`src/rtl/atm_pkg.sv`:
```
// rtl/atm_pkg.sv - shared op, status and FSM state constants for the ATM link
package atm_pkg;

  localparam logic [2:0] OP_AUTH     = 3'b001;
  localparam logic [2:0] OP_BALANCE  = 3'b011;
  localparam logic [2:0] OP_WITHDRAW = 3'b100;
  localparam logic [2:0] OP_DEPOSIT  = 3'b101;
  localparam logic [2:0] OP_EXIT     = 3'b110;

  localparam logic [2:0] STS_OK           = 3'd0;
  localparam logic [2:0] STS_BAD_PIN      = 3'd1;
  localparam logic [2:0] STS_NO_ACCT      = 3'd2;
  localparam logic [2:0] STS_NO_SESSION   = 3'd3;
  localparam logic [2:0] STS_INSUFFICIENT = 3'd4;
  localparam logic [2:0] STS_OVERFLOW     = 3'd5;
  localparam logic [2:0] STS_LOCKED       = 3'd6;
  localparam logic [2:0] STS_BAD_OP       = 3'd7;

  localparam logic [1:0] S_IDLE   = 2'd0;
  localparam logic [1:0] S_LOOKUP = 2'd1;
  localparam logic [1:0] S_EXEC   = 2'd2;
  localparam logic [1:0] S_RESP   = 2'd3;

endpackage

```
`src/rtl/atm_account_table.sv`:
```
// rtl/atm_account_table.sv - register account table with parallel lookup and one update port
module atm_account_table #(
  parameter int NUM_ACCTS = 4,
  parameter int ACC_BASE  = 2178,
  parameter int PIN_BASE  = 4,
  parameter int INIT_BAL  = 500,
  parameter int IDX_W     = 2,
  parameter int FAIL_W    = 2
) (
  input  logic              clk,
  input  logic              rst,
  input  logic [11:0]       lk_acc_i,
  output logic              lk_hit_o,
  output logic [IDX_W-1:0]  lk_idx_o,
  input  logic [IDX_W-1:0]  rd_idx_i,
  output logic [3:0]        rd_pin_o,
  output logic [15:0]       rd_bal_o,
  output logic [FAIL_W-1:0] rd_fail_o,
  output logic              rd_lock_o,
  input  logic              we_i,
  input  logic [IDX_W-1:0]  wr_idx_i,
  input  logic [15:0]       wr_bal_i,
  input  logic [FAIL_W-1:0] wr_fail_i,
  input  logic              wr_lock_i
);

  logic [11:0]       acc_q  [NUM_ACCTS];
  logic [3:0]        pin_q  [NUM_ACCTS];
  logic [15:0]       bal_q  [NUM_ACCTS];
  logic [FAIL_W-1:0] fail_q [NUM_ACCTS];
  logic              lock_q [NUM_ACCTS];

  // Account numbers are unique, so at most one entry can match.
  always_comb begin
    lk_hit_o = 1'b0;
    lk_idx_o = '0;
    for (int k = 0; k < NUM_ACCTS; k++) begin
      if (acc_q[k] == lk_acc_i) begin
        lk_hit_o = 1'b1;
        lk_idx_o = IDX_W'(k);
      end
    end
  end

  assign rd_pin_o  = pin_q[rd_idx_i];
  assign rd_bal_o  = bal_q[rd_idx_i];
  assign rd_fail_o = fail_q[rd_idx_i];
  assign rd_lock_o = lock_q[rd_idx_i];

  always_ff @(posedge clk or posedge rst) begin
    if (rst) begin
      for (int k = 0; k < NUM_ACCTS; k++) begin
        acc_q[k]  <= 12'(ACC_BASE + 100 * k);
        pin_q[k]  <= 4'(PIN_BASE + k);
        bal_q[k]  <= 16'(INIT_BAL);
        fail_q[k] <= '0;
        lock_q[k] <= 1'b0;
      end
    end else if (we_i) begin
      bal_q[wr_idx_i]  <= wr_bal_i;
      fail_q[wr_idx_i] <= wr_fail_i;
      lock_q[wr_idx_i] <= wr_lock_i;
    end
  end

endmodule

```
`src/rtl/atm_account_server.sv`:
```
// rtl/atm_account_server.sv - bank-side request/response server for the ATM front end
module atm_account_server import atm_pkg::*; #(
  parameter int NUM_ACCTS = 4,
  parameter int ACC_BASE  = 2178,
  parameter int PIN_BASE  = 4,
  parameter int INIT_BAL  = 500,
  parameter int MAX_TRIES = 3
) (
  input  logic        clk,
  input  logic        rst,
  input  logic        req_valid,
  output logic        req_ready,
  input  logic [2:0]  req_op,
  input  logic [11:0] req_acc_num,
  input  logic [3:0]  req_pin,
  input  logic [31:0] req_amount,
  output logic        rsp_valid,
  input  logic        rsp_ready,
  output logic [2:0]  rsp_status,
  output logic [15:0] rsp_balance,
  output logic        session_active
);

  localparam int IDX_W  = (NUM_ACCTS > 1) ? $clog2(NUM_ACCTS) : 1;
  localparam int FAIL_W = $clog2(MAX_TRIES + 1);

  logic [1:0]        state_q, state_d;
  logic [2:0]        op_q;
  logic [11:0]       acc_q;
  logic [3:0]        pin_q;
  logic [31:0]       amt_q;
  logic              hit_q;
  logic [IDX_W-1:0]  idx_q;
  logic              sess_q, sess_d;
  logic [IDX_W-1:0]  sess_idx_q, sess_idx_d;
  logic [2:0]        status_q, status_d;
  logic [15:0]       bal_q, bal_d;

  logic              lk_hit;
  logic [IDX_W-1:0]  lk_idx, rd_idx;
  logic [3:0]        rd_pin;
  logic [15:0]       rd_bal, wr_bal;
  logic [FAIL_W-1:0] rd_fail, wr_fail, fail_inc;
  logic              rd_lock, wr_lock, tbl_we;
  logic [32:0]       sum33;

  atm_account_table #(
    .NUM_ACCTS(NUM_ACCTS), .ACC_BASE(ACC_BASE), .PIN_BASE(PIN_BASE),
    .INIT_BAL(INIT_BAL), .IDX_W(IDX_W), .FAIL_W(FAIL_W)
  ) u_table (
    .clk(clk), .rst(rst),
    .lk_acc_i(acc_q), .lk_hit_o(lk_hit), .lk_idx_o(lk_idx),
    .rd_idx_i(rd_idx), .rd_pin_o(rd_pin), .rd_bal_o(rd_bal),
    .rd_fail_o(rd_fail), .rd_lock_o(rd_lock),
    .we_i(tbl_we && (state_q == S_EXEC)), .wr_idx_i(rd_idx),
    .wr_bal_i(wr_bal), .wr_fail_i(wr_fail), .wr_lock_i(wr_lock)
  );

  assign req_ready      = (state_q == S_IDLE);
  assign rsp_valid      = (state_q == S_RESP);
  assign rsp_status     = status_q;
  assign rsp_balance    = bal_q;
  assign session_active = sess_q;

  // AUTH works on the looked-up entry; every other op on the open session.
  assign rd_idx   = (op_q == OP_AUTH) ? idx_q : sess_idx_q;
  assign fail_inc = rd_fail + FAIL_W'(1);
  assign sum33    = {17'd0, rd_bal} + {1'b0, amt_q};

  always_comb begin
    status_d   = STS_OK;
    bal_d      = 16'd0;
    sess_d     = sess_q;
    sess_idx_d = sess_idx_q;
    tbl_we     = 1'b0;
    wr_bal     = rd_bal;
    wr_fail    = rd_fail;
    wr_lock    = rd_lock;
    case (op_q)
      OP_AUTH: begin
        sess_d = 1'b0;
        if (!hit_q) begin
          status_d = STS_NO_ACCT;
        end else if (rd_lock) begin
          status_d = STS_LOCKED;
        end else if (pin_q != rd_pin) begin
          status_d = STS_BAD_PIN;
          tbl_we   = 1'b1;
          wr_fail  = fail_inc;
          wr_lock  = (fail_inc >= FAIL_W'(MAX_TRIES));
        end else begin
          tbl_we     = 1'b1;
          wr_fail    = '0;
          sess_d     = 1'b1;
          sess_idx_d = idx_q;
          bal_d      = rd_bal;
        end
      end
      OP_BALANCE, OP_WITHDRAW, OP_DEPOSIT, OP_EXIT: begin
        if (!sess_q) begin
          status_d = STS_NO_SESSION;
        end else begin
          bal_d = rd_bal;
          if (op_q == OP_WITHDRAW) begin
            if (amt_q > {16'd0, rd_bal}) begin
              status_d = STS_INSUFFICIENT;
            end else begin
              tbl_we = 1'b1;
              wr_bal = rd_bal - amt_q[15:0];
              bal_d  = wr_bal;
            end
          end else if (op_q == OP_DEPOSIT) begin
            if (sum33 > 33'd65535) begin
              status_d = STS_OVERFLOW;
            end else begin
              tbl_we = 1'b1;
              wr_bal = sum33[15:0];
              bal_d  = wr_bal;
            end
          end else if (op_q == OP_EXIT) begin
            sess_d = 1'b0;
            bal_d  = 16'd0;
          end
        end
      end
      default: begin
        status_d = STS_BAD_OP;
        bal_d    = sess_q ? rd_bal : 16'd0;
      end
    endcase
  end

  always_comb begin
    state_d = state_q;
    case (state_q)
      S_IDLE:   if (req_valid) state_d = S_LOOKUP;
      S_LOOKUP: state_d = S_EXEC;
      S_EXEC:   state_d = S_RESP;
      default:  if (rsp_ready) state_d = S_IDLE;
    endcase
  end

  always_ff @(posedge clk or posedge rst) begin
    if (rst) begin
      state_q    <= S_IDLE;
      op_q       <= '0;
      acc_q      <= '0;
      pin_q      <= '0;
      amt_q      <= '0;
      hit_q      <= 1'b0;
      idx_q      <= '0;
      sess_q     <= 1'b0;
      sess_idx_q <= '0;
      status_q   <= STS_OK;
      bal_q      <= '0;
    end else begin
      state_q <= state_d;
      case (state_q)
        S_IDLE: begin
          if (req_valid) begin
            op_q  <= req_op;
            acc_q <= req_acc_num;
            pin_q <= req_pin;
            amt_q <= req_amount;
          end
        end
        S_LOOKUP: begin
          hit_q <= lk_hit;
          idx_q <= lk_idx;
        end
        S_EXEC: begin
          status_q   <= status_d;
          bal_q      <= bal_d;
          sess_q     <= sess_d;
          sess_idx_q <= sess_idx_d;
        end
        default: ;
      endcase
    end
  end

endmodule

```
`config.mk`:
```
export PLATFORM = sky130hd
export DESIGN_NAME = atm_account_server
export DESIGN_NICKNAME = d
export VERILOG_FILES = /design/src/rtl/atm_pkg.sv /design/src/rtl/atm_account_table.sv /design/src/rtl/atm_account_server.sv
export SDC_FILE = /design/constraint.sdc
export NUM_CORES = 1
export LEC_CHECK = 0
export ABC_AREA = 1
export ABC_CLOCK_PERIOD_IN_PS = 8200
export BUFFER_PORTS_ARGS = -buffer_cell sky130_fd_sc_hd__buf_2
export CAP_MARGIN = 20
export CORE_MARGIN = 5
export CORE_UTILIZATION = 55
export DETAILED_ROUTE_END_ITERATION = 10
export MAX_ROUTING_LAYER = met4
export PLACE_DENSITY = 0.75
export REMOVE_ABC_BUFFERS = 1
export SYNTH_ARGS = -nofsm -noshare
export SYNTH_HDL_FRONTEND = slang
export SYNTH_SLANG_ARGS = --single-unit
```
`constraint.sdc`:
```
create_clock -name clk -period 8.2 [get_ports clk]
set_input_delay 0 -clock clk [delete_from_list [all_inputs] [get_ports clk]]
set_output_delay 0 -clock clk [all_outputs]
set_load 0.05 [all_outputs]
```
==> run summary, run 1 <==
Num Clock Sinks - 93
vias in the first global route - 7833
critical path arrival - 5.78 ns
largest incremental delay on the critical path - 0.65 ns
Synth top area share - 24.9%
Post-Synth XOR/XNOR Area - 2.26%
TritonCTS buffer count - 9
Final ANT Viol Nets - 0
mapped cell area - 0.00815 sq mm
Detailed Route WL - 24.0 mm
flops & latches, synth - 93
fin area - 0.00926 sq mm
fmax - 0.181 GHz
final non-filler cell total - 1534
Clock Path Buffers - 2
final core utilization - 63.7%
CTS clock-pin slew for the worst setup and hold paths - 0.07 ns
initial core utilization - 56.1%
wire per inst - 15.6 microns
Adder-Cell Fraction of Synth Area - 8.48%
CP required - 8.45 ns
Post-CTS Setup Inserts - 0
initial antenna violation count - 0
ANT cells - 0
Final Hold Viols - 0
RSZ-0062 raised after global routing - no
fin crit share - 67.4%
Net Sw Power - 0.00223 W
GRT Residual Overflow - 0
Worst Tran Pin Value - 0.970 ns
dpl cells - 1480
crit start category - flop
Slowest-stage cell, CP - nor2_2
Post-Syn Instances - 1265
FP Rows - 44
mux cell area share after synthesis - 0.123%
WP buf/inv - 3
nets@finish - 1454
Min-Delay Path Class - in -> reg
Clock Power Share - 12.3%
final setup vio count - 0
synth-to-layout area growth - 13.7%
first-pass GRT wire length - 39.5 mm
most used cell along the critical path - nand2_1
crit path max fanout - 34
DR iter-0 viols - 765
residual DRC count - 0
Synth cell types - 47
DRT Pass-1 Iters - 5
Rel. slew slack - 35.3%
largest net degree at the start of global routing - 71
Final Slew Violations - 0
switching share of total power - 56.2%
TritonCTS clock tree - done
vias - 8348
crit-path leading delay family - simple AND/OR/NAND/NOR gates
# IOs - 77
DP Area - 0.00855 sq mm
DR vias/cell - 5.44
Synth Area in Compound Gates - 12.9%
largest family of logic cells by synthesized area - simple AND/OR/NAND/NOR gates
I/O Buffers - 60
Tot GR Track Use - 28.6%
cell type with the highest aggregate area in the netlist - dfrtp_1
CTS Root Cell - clkbuf_16
Die H - 132 microns
CP Class - reg -> reg
worst vdd ir - 275 uV
Comb pwr share - 66.9%
Pleak - 4.89 nW
Reg power frac - 20.8%
critical path endpoint category - flop
Post-Synth Simple-Gate Area - 36.6%
Final min period - 5.53 ns
layout cell share with drive strength beyond 1 - 13.2%
Post-synth top flop - dfrtp_1
Int Pwr - 0.00174 W
post-synthesis async set-or-reset flop share - 100%
die footprint - 0.0174 sq mm
outcome - finished, final reports clean
GP Congestion - 1.03
sequential fraction of the synthesis area - 28.7%
Ys Warns - 64
dpl hpwl - 18.2 mm
PD cells - 429 mW/mm^2
Synth area leaders - dfrtp_1, nand2_1, ha_1
Core Footprint - 0.0145 sq mm
Worst-Skew Late Latency - 0.37 ns
Hold Worst Slack - 0.0360 ns
Die W - 132 microns
setup TNS - 0 ns
max-cap violation count - 0
Setup Skew - 0.0179 ns
CTS H-tree lvls - 3
Post-synth EDFFs - 0
syn_area_per_cell - 6.44 sq um
registers in the layout, summed over array words and instances (netlist names):
signal          flops
amt_q              32
u_table.bal_q      32
rsp_balance        16
op_q                3
rsp_status          3
state_q             2
u_table.lock_q      2
idx_q               1
sess_idx_q          1
session_active      1
cell usage after synthesis (6+ instances only):
cell type  count
dfstp_2       12
nand3_1       68
nand2_1      433
buf_4          6
inv_2         24
o21ai_1       16
clkinv_1       6
nor2_2        14
nand3_2        6
nor3_1         8
nand4_1       30
xor2_1        18
or2_2         11
inv_1        155
nor2_1        89
o21bai_1       6
a22oi_1        6
ha_1          52
o21ai_0       77
buf_2          8
dfrtp_1       81
a21oi_1       60
clkbuf_1      19
through the flow:
stage | total power (W) | setup slack (ns)
6_report | 0.00397 | 2.67
5_1_grt | 0.00431 | 2.21
4_1_cts | 0.00393 | 2.76
2_1_floorplan | 0.00272 | 3.94
3_3_place_gp | 0.00338 | 2.86
3_5_place_dp | 0.00341 | 2.80
path summary, 6_finish.rpt:
kind,start,endpoint,slack [ns],cells past startpoint
max,op_q[1],u_table.bal_q[49],2.67,26
min,rsp_ready,state_q[0],0.04,4
max reg2reg,op_q[1],u_table.bal_q[49],2.67,26
min reg2reg,u_table.lock_q[3],u_table.lock_q[3],0.39,0
max in group asynchronous,rst,amt_q[0],6.91,4
min in group asynchronous,rst,amt_q[16],0.20,3
logic make-up after synthesis:
group / after synthesis
AO/OA/AOI/OAI: 189
XOR/XNOR: 21
adder cells (fa/ha/maj): 54
buffers and inverters: 222
flip-flops: 93
multiplexers: 1
AND/OR/NAND/NOR: 685
layout by cell type (no fill, tap or decap), types with 6 or more instances in the layout:
cell | synthesis | layout
nand3_2 | 6 | 6
nor2_1 | 89 | 89
ha_1 | 52 | 52
dlygate4sd3_1 | 0 | 37
nor3_1 | 8 | 7
o21bai_1 | 6 | 6
inv_1 | 155 | 154
o21ai_1 | 16 | 16
xor2_1 | 18 | 18
a22oi_1 | 6 | 6
inv_2 | 24 | 25
nand3_1 | 68 | 68
dfstp_2 | 12 | 12
nand4_1 | 30 | 30
or2_2 | 11 | 11
nand2_1 | 433 | 433
buf_4 | 6 | 7
o21ai_0 | 77 | 77
nor2_2 | 14 | 14
clkbuf_16 | 0 | 9
a21oi_1 | 60 | 60
dfrtp_1 | 81 | 81
buf_2 | 8 | 60
metal layers:
metal | wire, microns | share of wire, % | GRT usage (%)
met5 | 0 | 0 | -
met4 | 783 | 3.3 | 9.94
met3 | 1890 | 7.9 | 4.85
met2 | 10600 | 44 | 43.7
met1 | 10700 | 44 | 38.4
power by group through the flow:
stage | Clock, W | Combinational [W] | Sequential [W]
finish | 0.000488 | 0.00266 | 0.000826
detailed placement | 0 | 0.00258 | 0.000831
global route | 0.000513 | 0.00294 | 0.000855
CTS | 0.000489 | 0.00261 | 0.000824
floorplan | 0 | 0.00176 | 0.000957
global placement | 0 | 0.00255 | 0.000823
area by class of cell:
type	instances	area, sq um
Timing Repair Buffer	105	734
Sequential cell	93	2340
Clock buffer	10	239
Tap cell	184	230
Inverter	186	702
Clock inverter	6	93.8
Fill cell	1362	5270
Multi-Input combinational cell	950	4920
worst reg2reg max path: stages, from the launching register on:
cell,delay [ns]
dfrtp_1,0.43
nor3_2,0.26
inv_1,0.13
nor2_1,0.17
a21oi_2,0.08
inv_2,0.47
nand2_1,0.10
o21ai_1,0.44
ha_1,0.43
nor2_2,0.20
nand2_1,0.07
nand3_1,0.14
nand2_1,0.08
nand3_2,0.14
nand3_1,0.15
nand3_1,0.10
nand2_1,0.06
inv_1,0.05
nand2_1,0.05
nor2_2,0.65
nand3_4,0.21
nand2_4,0.21
nand3_4,0.12
nand2_2,0.11
nand2_1,0.33
nand2_1,0.18
nand2_1,0.07
timing repair:
action	CTS	global route
gates resized for setup	0	0
hold buffers	37	0
endpoints found under the hold margin	70	0
Power figures use the tool's default switching activity.
==> run 2: changes to the inputs <==
--- a/config.mk
+++ b/config.mk
@@ -5,8 +5,8 @@
 export SDC_FILE = /design/constraint.sdc
 export NUM_CORES = 1
 export LEC_CHECK = 0
-export ABC_AREA = 1
-export ABC_CLOCK_PERIOD_IN_PS = 8200
+export ABC_AREA = 0
+export ABC_CLOCK_PERIOD_IN_PS = 5650
 export BUFFER_PORTS_ARGS = -buffer_cell sky130_fd_sc_hd__buf_2
 export CAP_MARGIN = 20
 export CORE_MARGIN = 5
==> constraint.sdc (replaced) <==
create_clock -name clk -period 5.65 [get_ports clk]
set_input_delay 0 -clock clk [delete_from_list [all_inputs] [get_ports clk]]
set_output_delay 0 -clock clk [all_outputs]
set_load 0.05 [all_outputs]
==> run summary, run 2 <==
DP Area - 0.00834 sq mm
Ys Warns - 64
most frequent cells in the layout - dfrtp_1, nor2_1, inv_1
Synth Area in Compound Gates - 23.7%
RSZ-0062 raised after global routing - no
Post-Syn Instances - 894
CP required - 5.92 ns
Final ANT Viol Nets - 0
fin area - 0.00905 sq mm
register-to-register setup slack - 0.26 ns
CTS Root Cell - clkbuf_16
Num Clock Sinks - 92
Core Footprint - 0.0139 sq mm
GP Congestion - 0.998
Post-Synth XOR/XNOR Area - 2.93%
# IOs - 77
Worst-Skew Late Latency - 0.36 ns
min-delay src - req_valid
max-cap violation count - 0
Post-synth EDFFs - 0
M3 GR Usage - 4.86%
sequential fraction of the synthesis area - 29.8%
TritonCTS buffer count - 9
Final Slew Violations - 0
critical path arrival - 5.65 ns
Clock Path Buffers - 2
largest net degree at the start of global routing - 68
mapped cell area - 0.00778 sq mm
syn_area_per_cell - 8.70 sq um
fin crit share - 95.3%
residual DRC count - 0
largest family of logic cells by synthesized area - compound AO/OA/AOI/OAI gates
Min-Delay Path Class - in -> reg
initial antenna violation count - 0
CP Class - reg -> reg
final setup vio count - 0
CTS clock-pin slew for the worst setup and hold paths - 0.07 ns
FP Rows - 43
GRT Residual Overflow - 0
Synth top area share - 25.7%
wire per inst - 20.0 microns
outcome - finished, final reports clean
RR Startpoint - op_q[2]
Die W - 129 microns
worst vdd ir - 349 uV
Setup Skew - 0.0115 ns
Post-Synth Simple-Gate Area - 18.3%
I/O Buffers - 60
FF-to-FF End - u_table.bal_q[2]
Adder-Cell Fraction of Synth Area - 8.88%
PD cells - 521 mW/mm^2
Final Hold Viols - 0
CTS H-tree lvls - 3
Pleak - 3.88 nW
Hold Crit Endpoint - state_q[1]
most frequent cell after synthesis - dfrtp_1
TritonCTS clock tree - done
crit start category - flop
layout cell share with drive strength beyond 1 - 21.0%
die footprint - 0.0166 sq mm
nets@finish - 1093
first-pass GRT wire length - 37.6 mm
most common cell after layout, fill and taps aside - dfrtp_1
vias - 7526
cell type with the highest aggregate area in the netlist - dfrtp_1
GR Util met1 - 37.8%
final worst setup slack - 0.265 ns
DR vias/cell - 6.44
Rel. slew slack - 30.3%
cells on worst reg2reg path - 17
post-synthesis async set-or-reset flop share - 100%
top cells by count, synth - dfrtp_1, nor2_1, inv_1
Crit. Startpoint - op_q[2]
mux cell area share after synthesis - 10.9%
critical path endpoint category - flop
Tot GR Track Use - 29.4%
Worst Tran Pin Value - 1.04 ns
dpl hpwl - 17.4 mm
Post-synth top flop - dfrtp_1
vias in the first global route - 7192
Detailed Route WL - 23.4 mm
Final min period - 5.39 ns
flops & latches, synth - 92
WHS Path Cells - 3
fmax - 0.186 GHz
Most Crowded Layer GR - met2
crit path max fanout - 19
initial core utilization - 56.0%
Post-Place Worst Slack - 0.200 ns
DR iter-0 viols - 815
Synth cell types - 91
DRT Pass-1 Iters - 6
Die H - 129 microns
met2 track demand over resource - 46.6%
Synth area leaders - dfrtp_1, mux2_2, ha_1
ANT cells - 0
Post-CTS Setup Inserts - 0
synth-to-layout area growth - 16.4%
-- run 2: changes by cell type after synthesis, sizes merged, moves of 18 or more --
cell   delta
nand2   -387
inv     -116
mux2     +64
nand3    -52
o21ai    -37
nor2     -30
nand4    -18
o31ai    +18
xnor2    +18
-- run 2: layer usage --
metal  part of all wire [%]  wire (microns)
met1                     41            9590
met2                     47           11100
met3                    8.3            1950
met4                    3.4             792
met5                      0               0
-- run 2: critical path, cell delays in order, from the launching register on --
cell and delay (ns):
dfrtp_1 0.38, nand2b_1 0.18, nor2_1 0.22, mux2i_2 0.30, buf_12 0.21, mux2_2 0.43, ha_1 0.40, nor2b_1 0.33
nor2_1 0.11, o31a_1 0.32, a2111o_1 0.39, a2111oi_4 0.34, o211ai_2 0.18, or4_1 0.55, buf_4 0.21, o21ai_4 0.28
nand2_4 0.13, o31ai_1 0.32
-- run 2: final cells by class --
class / instances / area, sq um
Clock inverter: 6 / 76.3
Tap cell: 180 / 225
Inverter: 63 / 239
Multi-Input combinational cell: 693 / 5060
Clock buffer: 10 / 239
Sequential cell: 92 / 2320
Fill cell: 1180 / 4830
Timing Repair Buffer: 125 / 893
-- run 2: what timing repair did --
| item | in CTS | in global routing |
|---|---|---|
| hold buffers | 37 | 0 |
| hold endpoints to repair | 61 | 0 |
| setup endpoints to repair | 0 | 28 |
| resized for setup | 0 | 4 |
-- run 2: cell families after synthesis --
family / Yosys count
buffers and inverters: 109
AO/OA/AOI/OAI: 263
multiplexers: 77
flip-flops: 92
XOR/XNOR: 26
adder cells (fa/ha/maj): 54
AND/OR/NAND/NOR: 273
-- run 2: through the flow --
stage	utilization, %	setup TNS (ns)	std cells	hold slack (ns)	total power, W
floorplan	-	-13.53	848	0.151	0.00312
CTS	65.1	0	1169	0.0340	0.00464
global placement	60.1	0	1116	-0.0150	0.00392
global route	65.2	0	1169	0.0641	0.00500
finish	65.2	0	1169	0.0437	0.00472
detailed placement	60.1	0	1116	-0.00819	0.00395
-- run 2: power by group --
part	internal [W]	switching, W
sequential	0.000877	0.000303
clock	0.000364	0.000296
combinational	0.00106	0.00182
total	0.00230	0.00242
-- run 2: worst max path at each step --
stage	end	cells after the start
CTS	u_table.bal_q[57]	18
global route	u_table.bal_q[61]	17
detailed placement	u_table.bal_q[57]	18
global placement	u_table.bal_q[50]	18
finish	u_table.bal_q[2]	17
floorplan	u_table.bal_q[0]	15
==> run 3: changes to the inputs <==
--- a/config.mk
+++ b/config.mk
@@ -11,9 +11,12 @@
 export CAP_MARGIN = 20
 export CORE_MARGIN = 5
 export CORE_UTILIZATION = 55
+export CTS_CLUSTER_SIZE = 8
 export DETAILED_ROUTE_END_ITERATION = 10
+export HOLD_SLACK_MARGIN = 0.06
 export MAX_ROUTING_LAYER = met4
 export PLACE_DENSITY = 0.75
+export RECOVER_POWER = 25
 export REMOVE_ABC_BUFFERS = 1
 export SYNTH_ARGS = -nofsm -noshare
 export SYNTH_HDL_FRONTEND = slang
==> run summary, run 3 (synthesized netlist as in run 2, its figures left out) <==
Final Hold Viols - 0
Die W - 129 microns
DP Area - 0.00834 sq mm
dpl hpwl - 17.4 mm
failing checks - capacitance limit, slew limit
GP Congestion - 0.998
critical path arrival - 5.68 ns
worst path cell trace - nand2b_1, nor2_1, mux2i_2, buf_12, mux2_2, ha_1, nor2b_1, nor2_1, o31a_1, a2111o_1, a2111oi_4, o211ai_2, or4_1, buf_4, o21ai_4, a21oi_1, o31ai_1
worst vdd ir - 349 uV
DRT Pass-1 Iters - 5
Core Footprint - 0.0139 sq mm
Die H - 129 microns
RSZ-0062 raised after global routing - no
Rel. slew slack - -134%
Clock Path Buffers - 2
Min-Delay Path Class - in -> reg
wire per inst - 20.0 microns
nets@finish - 1094
Num Clock Sinks - 92
Final ANT Viol Nets - 0
CTS clock-pin slew for the worst setup and hold paths - 0.07 ns
residual DRC count - 0
Detailed Route WL - 23.4 mm
outcome - complete, but fails checks
die footprint - 0.0166 sq mm
Worst Tran Pin Value - 3.51 ns
TritonCTS buffer count - 9
initial core utilization - 56.0%
fin crit share - 95.9%
fmax - 0.184 GHz
FP Rows - 43
vias in the first global route - 7201
CTS Root Cell - clkbuf_16
Power Total - 0.00470 W
CTS H-tree lvls - 3
Tot GR Track Use - 29.4%
CP Class - reg -> reg
Pleak - 3.80 nW
Setup Skew - 0.0119 ns
fin area - 0.00903 sq mm
crit path max fanout - 19
WP buf/inv - 2
initial antenna violation count - 0
most used cell along the critical path - nor2_1
max-cap violation count - 1
largest net degree at the start of global routing - 68
Post-CTS Setup Inserts - 0
PD cells - 521 mW/mm^2
Final min period - 5.42 ns
critical path endpoint category - flop
TritonCTS clock tree - done
layout cell share with drive strength beyond 1 - 18.7%
DR iter-0 viols - 919
synth-to-layout area growth - 16.1%
crit start category - flop
I/O Buffers - 60
CP required - 5.91 ns
most frequent cells in the layout - dfrtp_1, nor2_1, inv_1
crit-path leading delay family - compound AO/OA/AOI/OAI gates
first-pass GRT wire length - 37.6 mm
register-to-register setup slack - 0.23 ns
final setup vio count - 0
most common cell after layout, fill and taps aside - dfrtp_1
Final Slew Violations - 68
GRT Residual Overflow - 0
Worst-Skew Late Latency - 0.37 ns
DR vias/cell - 6.41
ANT cells - 0
largest incremental delay on the critical path - 0.55 ns
# IOs - 77
vias - 7502
Slowest-stage cell, CP - or4_1
[run 3: layout make-up]
cell class	instances	area, sq um
Multi-Input combinational cell	693	5060
Fill cell	1196	4850
Sequential cell	92	2320
Timing Repair Buffer	126	870
Clock buffer	10	239
Inverter	63	238
Tap cell	180	225
Clock inverter	6	76.3
[run 3: power by group]
group          internal [W]  switching [W]
clock network      0.000364       0.000294
registers          0.000877       0.000305
logic               0.00104        0.00183
total               0.00228        0.00242
[run 3: timing repair]
item                                    in CTS  in global routing
hold buffers                                38                  0
gates resized for setup                      0                  4
endpoints found under the hold margin       62                  0
endpoints found under the setup margin       0                 28
[run 3: metrics by stage]
stage	instances	worst slack [ns]	hold slack, ns	util (%)	TNS [ns]
2_1_floorplan	848	-0.599	0.151	-	-13.53
3_3_place_gp	1116	0.343	-0.0150	60.1	0
3_5_place_dp	1116	0.200	-0.00819	60.1	0
4_1_cts	1170	0.187	0.160	65.1	0
5_1_grt	1170	0.0793	0.402	65.0	0
6_report	1170	0.230	0.394	65.0	0
[run 3: worst paths after layout]
check / from / endpoint / cells after the start
setup / recovery: op_q[2] / u_table.bal_q[51] / 17
hold / removal: req_amount[2] / amt_q[2] / 3
setup reg to reg: op_q[2] / u_table.bal_q[51] / 17
hold reg to reg: u_table.lock_q[0] / u_table.lock_q[0] / 0
max in group asynchronous: rst / idx_q[0] / 4
min in group asynchronous: rst / amt_q[29] / 3
[run 3: worst register-to-register path: stages, from the launching register on]
cell and delay (ns):
dfrtp_1 0.38, nand2b_1 0.18, nor2_1 0.22, mux2i_2 0.30
buf_12 0.21, mux2_2 0.44, ha_1 0.40, nor2b_1 0.33
nor2_1 0.10, o31a_1 0.32, a2111o_1 0.38, a2111oi_4 0.34
o211ai_2 0.18, or4_1 0.55, buf_4 0.21, o21ai_4 0.32
a21oi_1 0.15, o31ai_1 0.30
[run 3: metal layers]
layer	GRT usage (%)	up-vias	wire, microns
li1	-	3478	-
met1	37.8	3577	9740
met2	46.6	382	11100
met3	4.86	65	1840
met4	10.9	0	737
met5	-	-	0
